===== config.mk =====
export PLATFORM = sky130hd
export DESIGN_NAME = fetch_pc_unit
export DESIGN_NICKNAME = d
export VERILOG_FILES = /design/src/rtl/fetch_pc_unit.sv
export SDC_FILE = /design/constraint.sdc
export NUM_CORES = 1
export LEC_CHECK = 0
export CORE_AREA = 2 2 82 84
export CTS_BUF_LIST = sky130_fd_sc_hd__clkbuf_2 sky130_fd_sc_hd__clkbuf_4 sky130_fd_sc_hd__clkbuf_8
export DETAILED_ROUTE_END_ITERATION = 6
export DIE_AREA = 0 0 84 86
export PLACE_DENSITY = 0.75
export SETUP_SLACK_MARGIN = 0.5
export SLEW_MARGIN = 20
export SYNTH_ARGS = -nofsm -noshare
export SYNTH_HDL_FRONTEND = slang
export SYNTH_SLANG_ARGS = --single-unit

===== constraint.sdc =====
create_clock -name clk -period 1.6 [get_ports clk]
set_clock_uncertainty 0.05 [all_clocks]
set_input_delay 0.48 -clock clk [delete_from_list [all_inputs] [get_ports clk]]
set_output_delay 0.48 -clock clk [all_outputs]
set_load 0.03 [all_outputs]

===== src/rtl/fetch_pc_unit.sv =====
// Fetch-stage PC register and IF/ID pipeline register with branch redirect, stall and HLT.
// Optional FETCH_COUNT_EN adds a wrapping count of instructions loaded into IF/ID.
module fetch_pc_unit #(
  parameter logic [15:0] RESET_PC   = 16'h0000,
  parameter logic [15:0] NOP_INSTR  = 16'h0000,
  parameter logic [3:0]  HLT_OPCODE = 4'hF
) (
  input  logic        clk,
  input  logic        rst,
  input  logic        stall,
  input  logic        taken,
  input  logic [15:0] PC_branch,
  input  logic [15:0] instr_in,
  output logic [15:0] PC_curr,
  output logic [15:0] PC_next,
  output logic [15:0] IF_ID_instr,
  output logic [15:0] IF_ID_PC_next,
  output logic        IF_ID_valid,
  output logic        halted,
  output logic [1:0]  fetch_state
`ifdef FETCH_COUNT_EN
  ,
  output logic [15:0] fetch_count
`endif
);

  localparam logic [1:0] ST_RUN  = 2'd0;
  localparam logic [1:0] ST_HALT = 2'd1;

  logic [1:0]  state;
  logic [15:0] pc_q;
  logic [15:0] branch_target;
  logic        is_hlt;
  logic        load_normal;
  logic        branch_lsb_unused;

  // Instructions are halfword aligned, so the target's bit 0 never reaches the PC.
  assign branch_target     = {PC_branch[15:1], 1'b0};
  assign branch_lsb_unused = PC_branch[0];

  assign is_hlt      = (instr_in[15:12] == HLT_OPCODE);
  assign load_normal = !stall && !taken && (state != ST_HALT);

  assign PC_curr     = pc_q;
  assign PC_next     = pc_q + 16'd2;
  assign halted      = (state == ST_HALT);
  assign fetch_state = state;

  // Priority: stall > taken (flush) > halted hold > normal fetch.
  always_ff @(posedge clk or posedge rst) begin
    if (rst) begin
      pc_q          <= {RESET_PC[15:1], 1'b0};
      IF_ID_instr   <= NOP_INSTR;
      IF_ID_PC_next <= 16'h0000;
      IF_ID_valid   <= 1'b0;
      state         <= ST_RUN;
    end else if (stall) begin
      pc_q          <= pc_q;
    end else if (taken) begin
      pc_q          <= branch_target;
      IF_ID_instr   <= NOP_INSTR;
      IF_ID_PC_next <= PC_next;
      IF_ID_valid   <= 1'b0;
      state         <= ST_RUN;
    end else if (state == ST_RUN) begin
      IF_ID_instr   <= instr_in;
      IF_ID_PC_next <= PC_next;
      IF_ID_valid   <= 1'b1;
      if (is_hlt) begin
        state <= ST_HALT;
      end else begin
        pc_q  <= PC_next;
      end
    end
  end

`ifdef FETCH_COUNT_EN
  always_ff @(posedge clk or posedge rst) begin
    if (rst) begin
      fetch_count <= 16'h0000;
    end else if (load_normal) begin
      fetch_count <= fetch_count + 16'd1;
    end
  end
`else
  logic load_normal_unused;
  assign load_normal_unused = load_normal;
`endif

endmodule

==> impl_results.md, run 1 <==
- Antenna violations before repair: 0
- Clk slew on worst S/H paths: 90 ps
- Initial cell density of the core: 38.4%
- CP endpoint kind: primary output
- RR Startpoint: PC_curr[2]
- Largest net degree at the start of global routing: 24
- Syn_area_per_cell: 9.60 µm²
- TritonCTS Buffers: 5
- Max cap viols: 0
- Final nets: 491
- CTS root buffer: clkbuf_8
- Antenna Cells: 0
- Cell family with the largest share of critical-path delay: flip-flops
- Critical Path Most Common Cell: buf_6
- Worst reg2reg path endpoint: PC_curr[12]
- Die ar.: 0.00722 mm²
- Syn. warnings: 0
- TritonCTS clock tree: done
- GRT overflow: 0
- Syn Inst Count: 251
- Synth unique cells: 46
- Delay of the slowest cell on the worst path: 430 ps
- DP HPWL: 5.56 mm
- FMAX: 0.424 GHz
- Seq cells post-synth: 48
- Final ANT Viol Nets: 0
- Hold Path Class: in2reg
- First-pass GRT wire length: 14.1 mm
- Startpoint Class: flip-flop
- Fin crit share: 147%
- WL/cell: 19.1 µm
- Hold Crit Start: instr_in[15]
- Number of DRC markers in iteration 0: 207
- Arr. time, crit path: 1830 ps
- R2R cell count: 8
- Post-layout util: 83.7%
- Crit path buf inv count: 3
- Drt total wl: 10.2 mm
- Cts hold-fix bufs: 0
- Pre-antenna DRT Iters: 4
- Critical path cell sequence: ha_4, buf_6, and4_4, nand4_1, buf_6, xnor2_4, buf_6
- Endpoints failing setup: 36
- Synth Flop Type: dfrtp_1
- Max H-tree Level: 2
- Status: finished with violations
- Clock tree buffer depth: 2
- Hold Path Depth: 3
- Fillers: 309
- Slowest CP cell: dfrtp_2
- All-layer global routing usage: 24.5%
- Core region area: 0.00628 mm²
- # clock sinks: 48
- Worst Hold Path EP: IF_ID_instr[15]
- # IOs: 104
- FP Rows: 29
- Synth async-reset ratio: 100%
- RSZ-0062 raised after global routing: yes
- Port buffer count: 98
- Number of global-route vias before repair: 2822
- Die span in x: 84 µm
- R2R setup slack: -520 ps
- Clk Latency, worst-skew pair: 310 ps
- Crit path required time: 1070 ps
- Sequential fraction of the synthesis area: 49.8%
- PD cells: 1020 mW/mm²
- Slew Limit Fails: 0
- Mapped cell area: 0.00241 mm²
- Failing checks: setup timing
- Drt via density: 5.33
- Vias: 2837
- CP max FO: 3
- Post-synth EDFFs: 0
- Fin. Hold Viols: 0
- Leakage Power: 2.43 nW
- PnR worst setup slack: -759 ps
- Layout Cells excl Fill: 532
- Max VDD drop: 723 µV
- Worst setup path category: reg2out
- GPL Wtd Cong: 0.781
- Area added between synthesis and finish: 118%
- Share of cells above drive strength 1: 65.7%
- Chip height: 86 µm
- # DRC: 0
- Number of cells after detailed placement: 468
- Fin crit period: 2360 ps
logic make-up after synthesis:
group | count (synthesis) | synth area share [%]
buffers and inverters | 28 | 6.49
AND/OR/NAND/NOR | 104 | 20.7
other | 1 | 0.156
AO/OA/AOI/OAI | 46 | 12.9
adder cells (fa/ha/maj) | 1 | 0.519
multiplexers | 10 | 4.62
XOR/XNOR | 13 | 4.72
flip-flops | 48 | 49.8
registers in the layout (all words and copies together), names as in the netlist:
name	cells
IF_ID_instr	16
PC_curr	15
IF_ID_PC_next	15
IF_ID_valid	1
fetch_state	1
Yosys cell counts, types with 4 or more instances:
master / n / area share [%]
a21oi_1: 7 / 1.5
a2bb2oi_1: 4 / 1.5
and4_1: 4 / 1.5
buf_4: 7 / 2.2
clkbuf_1: 8 / 1.2
dfrtp_1: 48 / 50
inv_1: 7 / 1.1
mux2_2: 9 / 4.2
nand2_1: 55 / 8.6
nand3_1: 20 / 4.2
nand4_1: 5 / 1.3
nor2_1: 7 / 1.1
o21ai_0: 15 / 3.1
xnor2_1: 10 / 3.6
power breakdown:
part	total (mW)	internal (mW)	switching, mW
clock network	0.747	0.306	0.441
registers	1.63	1.43	0.202
logic	2.98	1.50	1.48
total	5.35	3.23	2.12
per-stage QoR:
| stage | TNS, ps | worst slack (ps) | instance area, µm² | power (mW) | hold slack, ps |
|---|---|---|---|---|---|
| 5_1_grt | -14510 | -798 | 5250 | 5.56 | 372 |
| 3_5_place_dp | -21470 | -474 | 4030 | 3.75 | 406 |
| 2_1_floorplan | -5190 | -405 | 2760 | 2.81 | 459 |
| 3_3_place_gp | -19990 | -451 | 4030 | 3.70 | 399 |
| 4_1_cts | -9940 | -663 | 4890 | 5.02 | 365 |
| 6_report | -13190 | -759 | 5250 | 5.35 | 370 |
layout by cell type (no fill, tap or decap), types with 6 or more instances in the layout:
master / count
buf_6: 109
buf_4: 64
nand2_1: 45
dfrtp_1: 36
clkdlybuf4s50_1: 28
nand3_2: 15
dfrtp_2: 12
o21ai_2: 7
mux2_2: 7
o21ai_1: 6
nand2_2: 6
xnor2_2: 6
buf_12: 6
per-layer routing:
layer  track usage, %  wire length, µm  vias up
li1                 -                -     1269
met1             30.6             3980     1405
met2             42.8             5270      136
met3             5.29              670       27
met4             7.33              262        0
met5                0                0        -
tightest hold or removal path, cell delays in order:
cell and delay, ps:
buf_6 100, nand2_1 70, o21ai_2 50
final cells by class:
class	count	area, µm²	area share (%)
Clock buffer	5	68.8	1.31
Tap cell	77	96.3	1.83
Inverter	8	45.0	0.858
Clock inverter	3	18.8	0.357
Timing Repair Buffer	213	2210	42.1
Multi-Input combinational cell	178	1590	30.3
Sequential cell	48	1220	23.2
how the worst max path moves through the flow:
stage | startpoint | to | slack, ps | depth (start not counted)
6_report | PC_curr[2] | PC_next[15] | -760 | 7
5_1_grt | PC_curr[2] | PC_next[15] | -800 | 7
4_1_cts | PC_curr[1] | PC_next[15] | -660 | 7
3_5_place_dp | taken | PC_curr[12] | -470 | 5
3_3_place_gp | PC_curr[2] | PC_next[3] | -450 | 5
2_1_floorplan | PC_curr[2] | PC_next[15] | -400 | 4
what timing repair did:
| action | CTS | global route |
|---|---|---|
| setup buffers | 32 | 22 |
| pin swaps | 31 | 25 |
| endpoints found under the setup margin | 112 | 111 |
| resized for setup | 365 | 44 |
| gates cloned | 2 | 0 |
(Power assumes the default switching activity.)
==> run 2, diff against run 1 <==
Settings changed: SKIP_LAST_GASP set to 1.
==> run 2 against run 1 <==
  * Register-to-register slack better by 90 ps
  * Maximum frequency fell by 0.31%
  * Sequential power barely moved
  * Worst setup slack got worse by 7.4 ps
  * Combinational power rose by 3%
  * Hold slack worse by 7.0 ps
  * Clock-buffer cell count did not move
  * Sequential cell count stayed put
  * Final cell count is 0.38% higher
  * Non-clock buffer count up 2
  * Total power is 2.1% higher
  * The run still ends with setup timing left
==> impl_results.md, run 2 (synthesized netlist as in run 1, its figures left out) <==
- Fillers: 302
- RSZ-0062 raised after global routing: yes
- # IOs: 104
- Hold Path Class: in2reg
- Slowest CP cell: dfrtp_2
- Port buffer count: 98
- Crit path required time: 1070 ps
- Max VDD drop: 804 µV
- Status: finished with violations
- Endpoints failing setup: 38
- Fin crit share: 148%
- Critical path cell sequence: ha_4, buf_6, and4_4, buf_4, nand3_4, xnor2_4, buf_6
- Hold_ws: 363 ps
- Initial cell density of the core: 38.4%
- Die ar.: 0.00722 mm²
- Critical Path Most Common Cell: buf_6
- TritonCTS Buffers: 5
- Part of the power in registers: 30.1%
- Drt via density: 5.42
- First-pass GRT wire length: 13.5 mm
- WL/cell: 20.5 µm
- Clk network pwr share: 13.9%
- FP Rows: 29
- CP max FO: 3
- Vias: 2896
- Worst setup path category: reg2out
- # DRC: 0
- Fin crit period: 2370 ps
- Switching fraction of total power: 40.2%
- Switching power: 2.20 mW
- Antenna Cells: 0
- Area added between synthesis and finish: 121%
- DP HPWL: 5.56 mm
- Fin. Hold Viols: 0
- Combinational fraction of design power: 56.1%
- CP endpoint kind: primary output
- Clock tree buffer depth: 2
- Placed cell area: 0.00403 mm²
- Final ANT Viol Nets: 0
- Startpoint Class: flip-flop
- GPL Wtd Cong: 0.781
- PnR worst setup slack: -767 ps
- Share of cells above drive strength 1: 64.6%
- FMAX: 0.423 GHz
- Clk slew on worst S/H paths: 90 ps
- Post-route cell area: 0.00532 mm²
- Chip height: 86 µm
- Commonest non-fill, non-tap cell in the layout: buf_6
- PD cells: 1030 mW/mm²
- Delay of the slowest cell on the worst path: 430 ps
- Failing checks: setup timing
- Max reg flops: 16
- Largest net degree at the start of global routing: 24
- Core region area: 0.00628 mm²
- Number of global-route vias before repair: 2717
- Total power: 5.47 mW
- Max cap viols: 0
- Commonest cells after routing, fill and taps aside: 111 x buf_6, 65 x buf_4, 51 x nand2_1
- CTS root buffer: clkbuf_8
- Pre-antenna DRT Iters: 5
- Antenna violations before repair: 0
- Clk Latency, worst-skew pair: 310 ps
- Drt total wl: 10.9 mm
- All-layer global routing usage: 23.8%
- Final nets: 493
- Number of DRC markers in iteration 0: 139
- Arr. time, crit path: 1840 ps
- Leakage Power: 2.44 nW
- GRT overflow: 0
- Biggest register: IF_ID_instr
- Setup TNS: -13420 ps
- Slew Limit Fails: 0
- Die span in x: 84 µm
- TritonCTS clock tree: done
- Power Internal: 3.27 mW
- Max H-tree Level: 2
- # clock sinks: 48
==> run 2: cell types whose count changed in the layout (fill, tap and decap cells not counted), moves of 2 or more <==
cell / change
buf_6: +2
mux2_2: -2
mux2_4: +2
nand2_1: +6
nand2_2: -2
nand2_4: -4
nand3_2: -3
nand3_4: +3
o21ai_1: +3
o21ai_2: -3
xnor2_2: -2
xnor2_4: +2
==> run 2: layout make-up <==
class	count	area, µm²	area share, %
Clock inverter	3	18.8	0.353
Clock buffer	5	68.8	1.29
Inverter	8	45.0	0.847
Multi-Input combinational cell	178	1640	30.9
Timing Repair Buffer	215	2230	41.9
Tap cell	77	96.3	1.81
Sequential cell	48	1220	22.9
==> run 2: power groups by stage <==
| stage | logic, mW | registers, mW | clock network, mW |
|---|---|---|---|
| after floorplan | 0.752 | 2.06 | 0 |
| after global placement | 2.13 | 1.57 | 0 |
| after detailed placement | 2.17 | 1.59 | 0 |
| after CTS | 2.63 | 1.60 | 0.748 |
| after global routing | 3.18 | 1.66 | 0.803 |
| final | 3.06 | 1.64 | 0.758 |
==> run 2: through the flow <==
| stage | instances | utilization [%] | setup WS, ps |
|---|---|---|---|
| final | 534 | 84.7 | -767 |
| after global routing | 534 | 84.7 | -806 |
| after detailed placement | 468 | 64.3 | -474 |
| after CTS | 510 | 76.2 | -667 |
| after floorplan | 254 | - | -405 |
| after global placement | 468 | 64.3 | -451 |
==> run 2: final timing paths <==
kind / from / endpoint / slack [ps] / cells past startpoint
worst max-delay path: PC_curr[2] / PC_next[11] / -770 / 7
worst min-delay path: instr_in[13] / IF_ID_instr[13] / 360 / 3
worst max register to register: PC_curr[2] / PC_curr[13] / -430 / 9
worst min register to register: IF_ID_instr[9] / IF_ID_instr[9] / 460 / 2
max in group asynchronous: rst / IF_ID_instr[13] / 640 / 3
min in group asynchronous: rst / IF_ID_valid / 450 / 2
==> run 2: critical path, delay by kind of cell, from the launching register on <==
kind / cells / cell delay (ps)
DFF: 1 / 430
buffers and inverters: 3 / 400
and+or+nand+nor: 2 / 340
xor gates and xnor gates: 1 / 210
adders and majority gates: 1 / 160
==> run 2: what timing repair did <==
item                       CTS  global route
hold endpoints to repair     0             0
setup endpoints to repair  112           111
hold buffers                 0             0
cloned                       2             0
pin swaps                   22            36
buffers inserted            32            24
gates resized for setup    341            68
==> run 2: metal layers <==
metal  global-route usage (%)  vias up  routed length [µm]
li1                         -     1281                   -
met1                     29.8     1447                4300
met2                     41.7      134                5600
met3                     5.20       34                 606
met4                     6.89        0                 414
met5                        0        -                   0
==> run 3, diff against run 2 <==
Settings changed: CORE_AREA 2 2 82 84 to 2 2 83 85, CTS_BUF_LIST sky130_fd_sc_hd__clkbuf_2 sky130_fd_sc_hd__clkbuf_4 sky130_fd_sc_hd__clkbuf_8 to sky130_fd_sc_hd__clkbuf_8 sky130_fd_sc_hd__clkbuf_16, DIE_AREA 0 0 84 86 to 0 0 85 87, PLACE_DENSITY 0.75 to 0.74.
==> run 3 against run 2 <==
  * The run still ends with setup timing left
  * Critical path depth unchanged
  * Clock power rose by 21%
  * Via count decreased by 3.8%
  * Critical endpoint is now PC_next[15]
  * Total power shrank 0.97%
  * Sequential power is essentially flat
  * Largest power group unchanged
  * Register-to-register slack gained 80 ps
==> impl_results.md, run 3 (synthesized netlist as in run 1, its figures left out) <==
- Crit path required time: 1070 ps
- Max cap viols: 0
- DP HPWL: 5.68 mm
- Drt via density: 5.27
- WL/cell: 18.3 µm
- Failing checks: setup timing
- Combinational fraction of design power: 53.1%
- Number of DRC markers in iteration 0: 163
- Endpoints failing setup: 40
- Initial cell density of the core: 36.7%
- PD cells: 1050 mW/mm²
- Power Internal: 3.33 mW
- RSZ-0062 raised after global routing: yes
- Leakage Power: 2.39 nW
- Clk slew on worst S/H paths: 100 ps
- FMAX: 0.425 GHz
- Biggest register: IF_ID_instr
- Clk network pwr share: 17.0%
- Vias: 2786
- Arr. time, crit path: 1820 ps
- Die ar.: 0.00740 mm²
- GRT overflow: 0
- # DRC: 0
- Clock tree buffer depth: 2
- Max reg flops: 16
- Pre-antenna DRT Iters: 4
- CTS root buffer: clkbuf_8
- Footprint of the multi-input gates: 0.00157 mm²
- # clock sinks: 48
- TritonCTS Buffers: 5
- Cts hold-fix bufs: 0
- Met2 wire len: 5.09 mm
- Highest routed layer: met4
- Die span in x: 85 µm
- PnR worst setup slack: -754 ps
- CP max FO: 3
- Chip height: 87 µm
- Worst setup path category: reg2out
- Commonest cells after routing, fill and taps aside: 89 x buf_6, 74 x buf_4, 45 x nand2_1
- CP endpoint kind: primary output
- Slew Limit Fails: 0
- Final nets: 485
- Critical path cell sequence: ha_4, buf_6, and4_4, nand4_1, buf_6, xnor2_4, buf_6
- Fin crit period: 2350 ps
- Delay of the slowest cell on the worst path: 410 ps
- Largest net degree at the start of global routing: 25
- Setup TNS: -12070 ps
- GPL Wtd Cong: 0.796
- Core region area: 0.00657 mm²
- First-pass GRT wire length: 13.1 mm
- Total power: 5.41 mW
- Antenna violations before repair: 0
- Startpoint Class: flip-flop
- Antenna Cells: 0
- Switching power: 2.08 mW
- Met3 wire len: 555 µm
- Fin. Hold Viols: 0
- Max VDD drop: 564 µV
- FP Rows: 30
- Final ANT Viol Nets: 0
- Layout Cells excl Fill: 529
- Critical Path Most Common Cell: buf_6
- Share of cells above drive strength 1: 63.5%
- FF+latch area: 0.00122 mm²
- Switching fraction of total power: 38.5%
- WL met1: 3.83 mm
- TritonCTS clock tree: done
- Port buffer count: 98
- Number of cells after detailed placement: 470
- Drt total wl: 9.67 mm
- All-layer global routing usage: 22.7%
- Area added between synthesis and finish: 114%
- Crit path buf inv count: 3
- Max H-tree Level: 2
- Fin crit share: 147%
- Slowest CP cell: dfrtp_2
- Hold Path Class: reg2reg
- Number of global-route vias before repair: 2666
- Clk Latency, worst-skew pair: 310 ps
- Commonest non-fill, non-tap cell in the layout: buf_6
- Status: finished with violations
- Part of the power in registers: 30.0%
- Cell family with the largest share of critical-path delay: buffers and inverters
- # IOs: 104
- Fillers: 380
==> run 3: layer usage <==
layer / up-vias / track usage (%)
li1: 1264 / -
met1: 1378 / 27.6
met2: 123 / 40.3
met3: 21 / 5.02
met4: 0 / 6.93
met5: - / 0
==> run 3: final timing paths <==
kind	cells past startpoint	slack [ps]	start	end
min reg2reg	2	460	IF_ID_instr[5]	IF_ID_instr[5]
min	2	460	IF_ID_instr[5]	IF_ID_instr[5]
max in group asynchronous	3	680	rst	IF_ID_PC_next[7]
min in group asynchronous	3	500	rst	PC_curr[5]
max	7	-750	PC_curr[1]	PC_next[15]
max reg2reg	7	-350	PC_curr[1]	PC_curr[12]
==> run 3: area by class of cell <==
cell class	count	area share, %
Timing Repair Buffer	207	40.7
Multi-Input combinational cell	178	30.6
Sequential cell	48	23.6
Tap cell	80	1.94
Clock buffer	5	1.34
Clock inverter	3	0.924
Inverter	8	0.875
==> run 3: what timing repair did <==
item,CTS,global route
cloned,3,0
buffers inserted,27,21
endpoints found under the setup margin,112,111
pin swaps,22,36
resized for setup,315,54
==> run 3: tightest hold or removal path, stage by stage, from the launching register on <==
cell,delay [ps]
dfrtp_1,370
nand2_1,50
nand2_1,60
==> run 3: through the flow <==
stage	utilization, %	instance area [µm²]	setup WS (ps)	hold WS [ps]
2_1_floorplan	-	2760	-405	459
3_3_place_gp	61.3	4030	-453	399
3_5_place_dp	61.3	4030	-494	405
4_1_cts	72.7	4770	-665	450
5_1_grt	78.4	5150	-810	486
6_report	78.4	5150	-754	458
==> run 3: power groups by stage <==
| stage | Sequential (mW) | Combinational (mW) | Clock, mW |
|---|---|---|---|
| after floorplan | 2.06 | 0.752 | 0 |
| after global routing | 1.64 | 3.00 | 0.977 |
| after CTS | 1.60 | 2.58 | 0.934 |
| final | 1.62 | 2.87 | 0.919 |
| after global placement | 1.57 | 2.15 | 0 |
| after detailed placement | 1.58 | 2.18 | 0 |
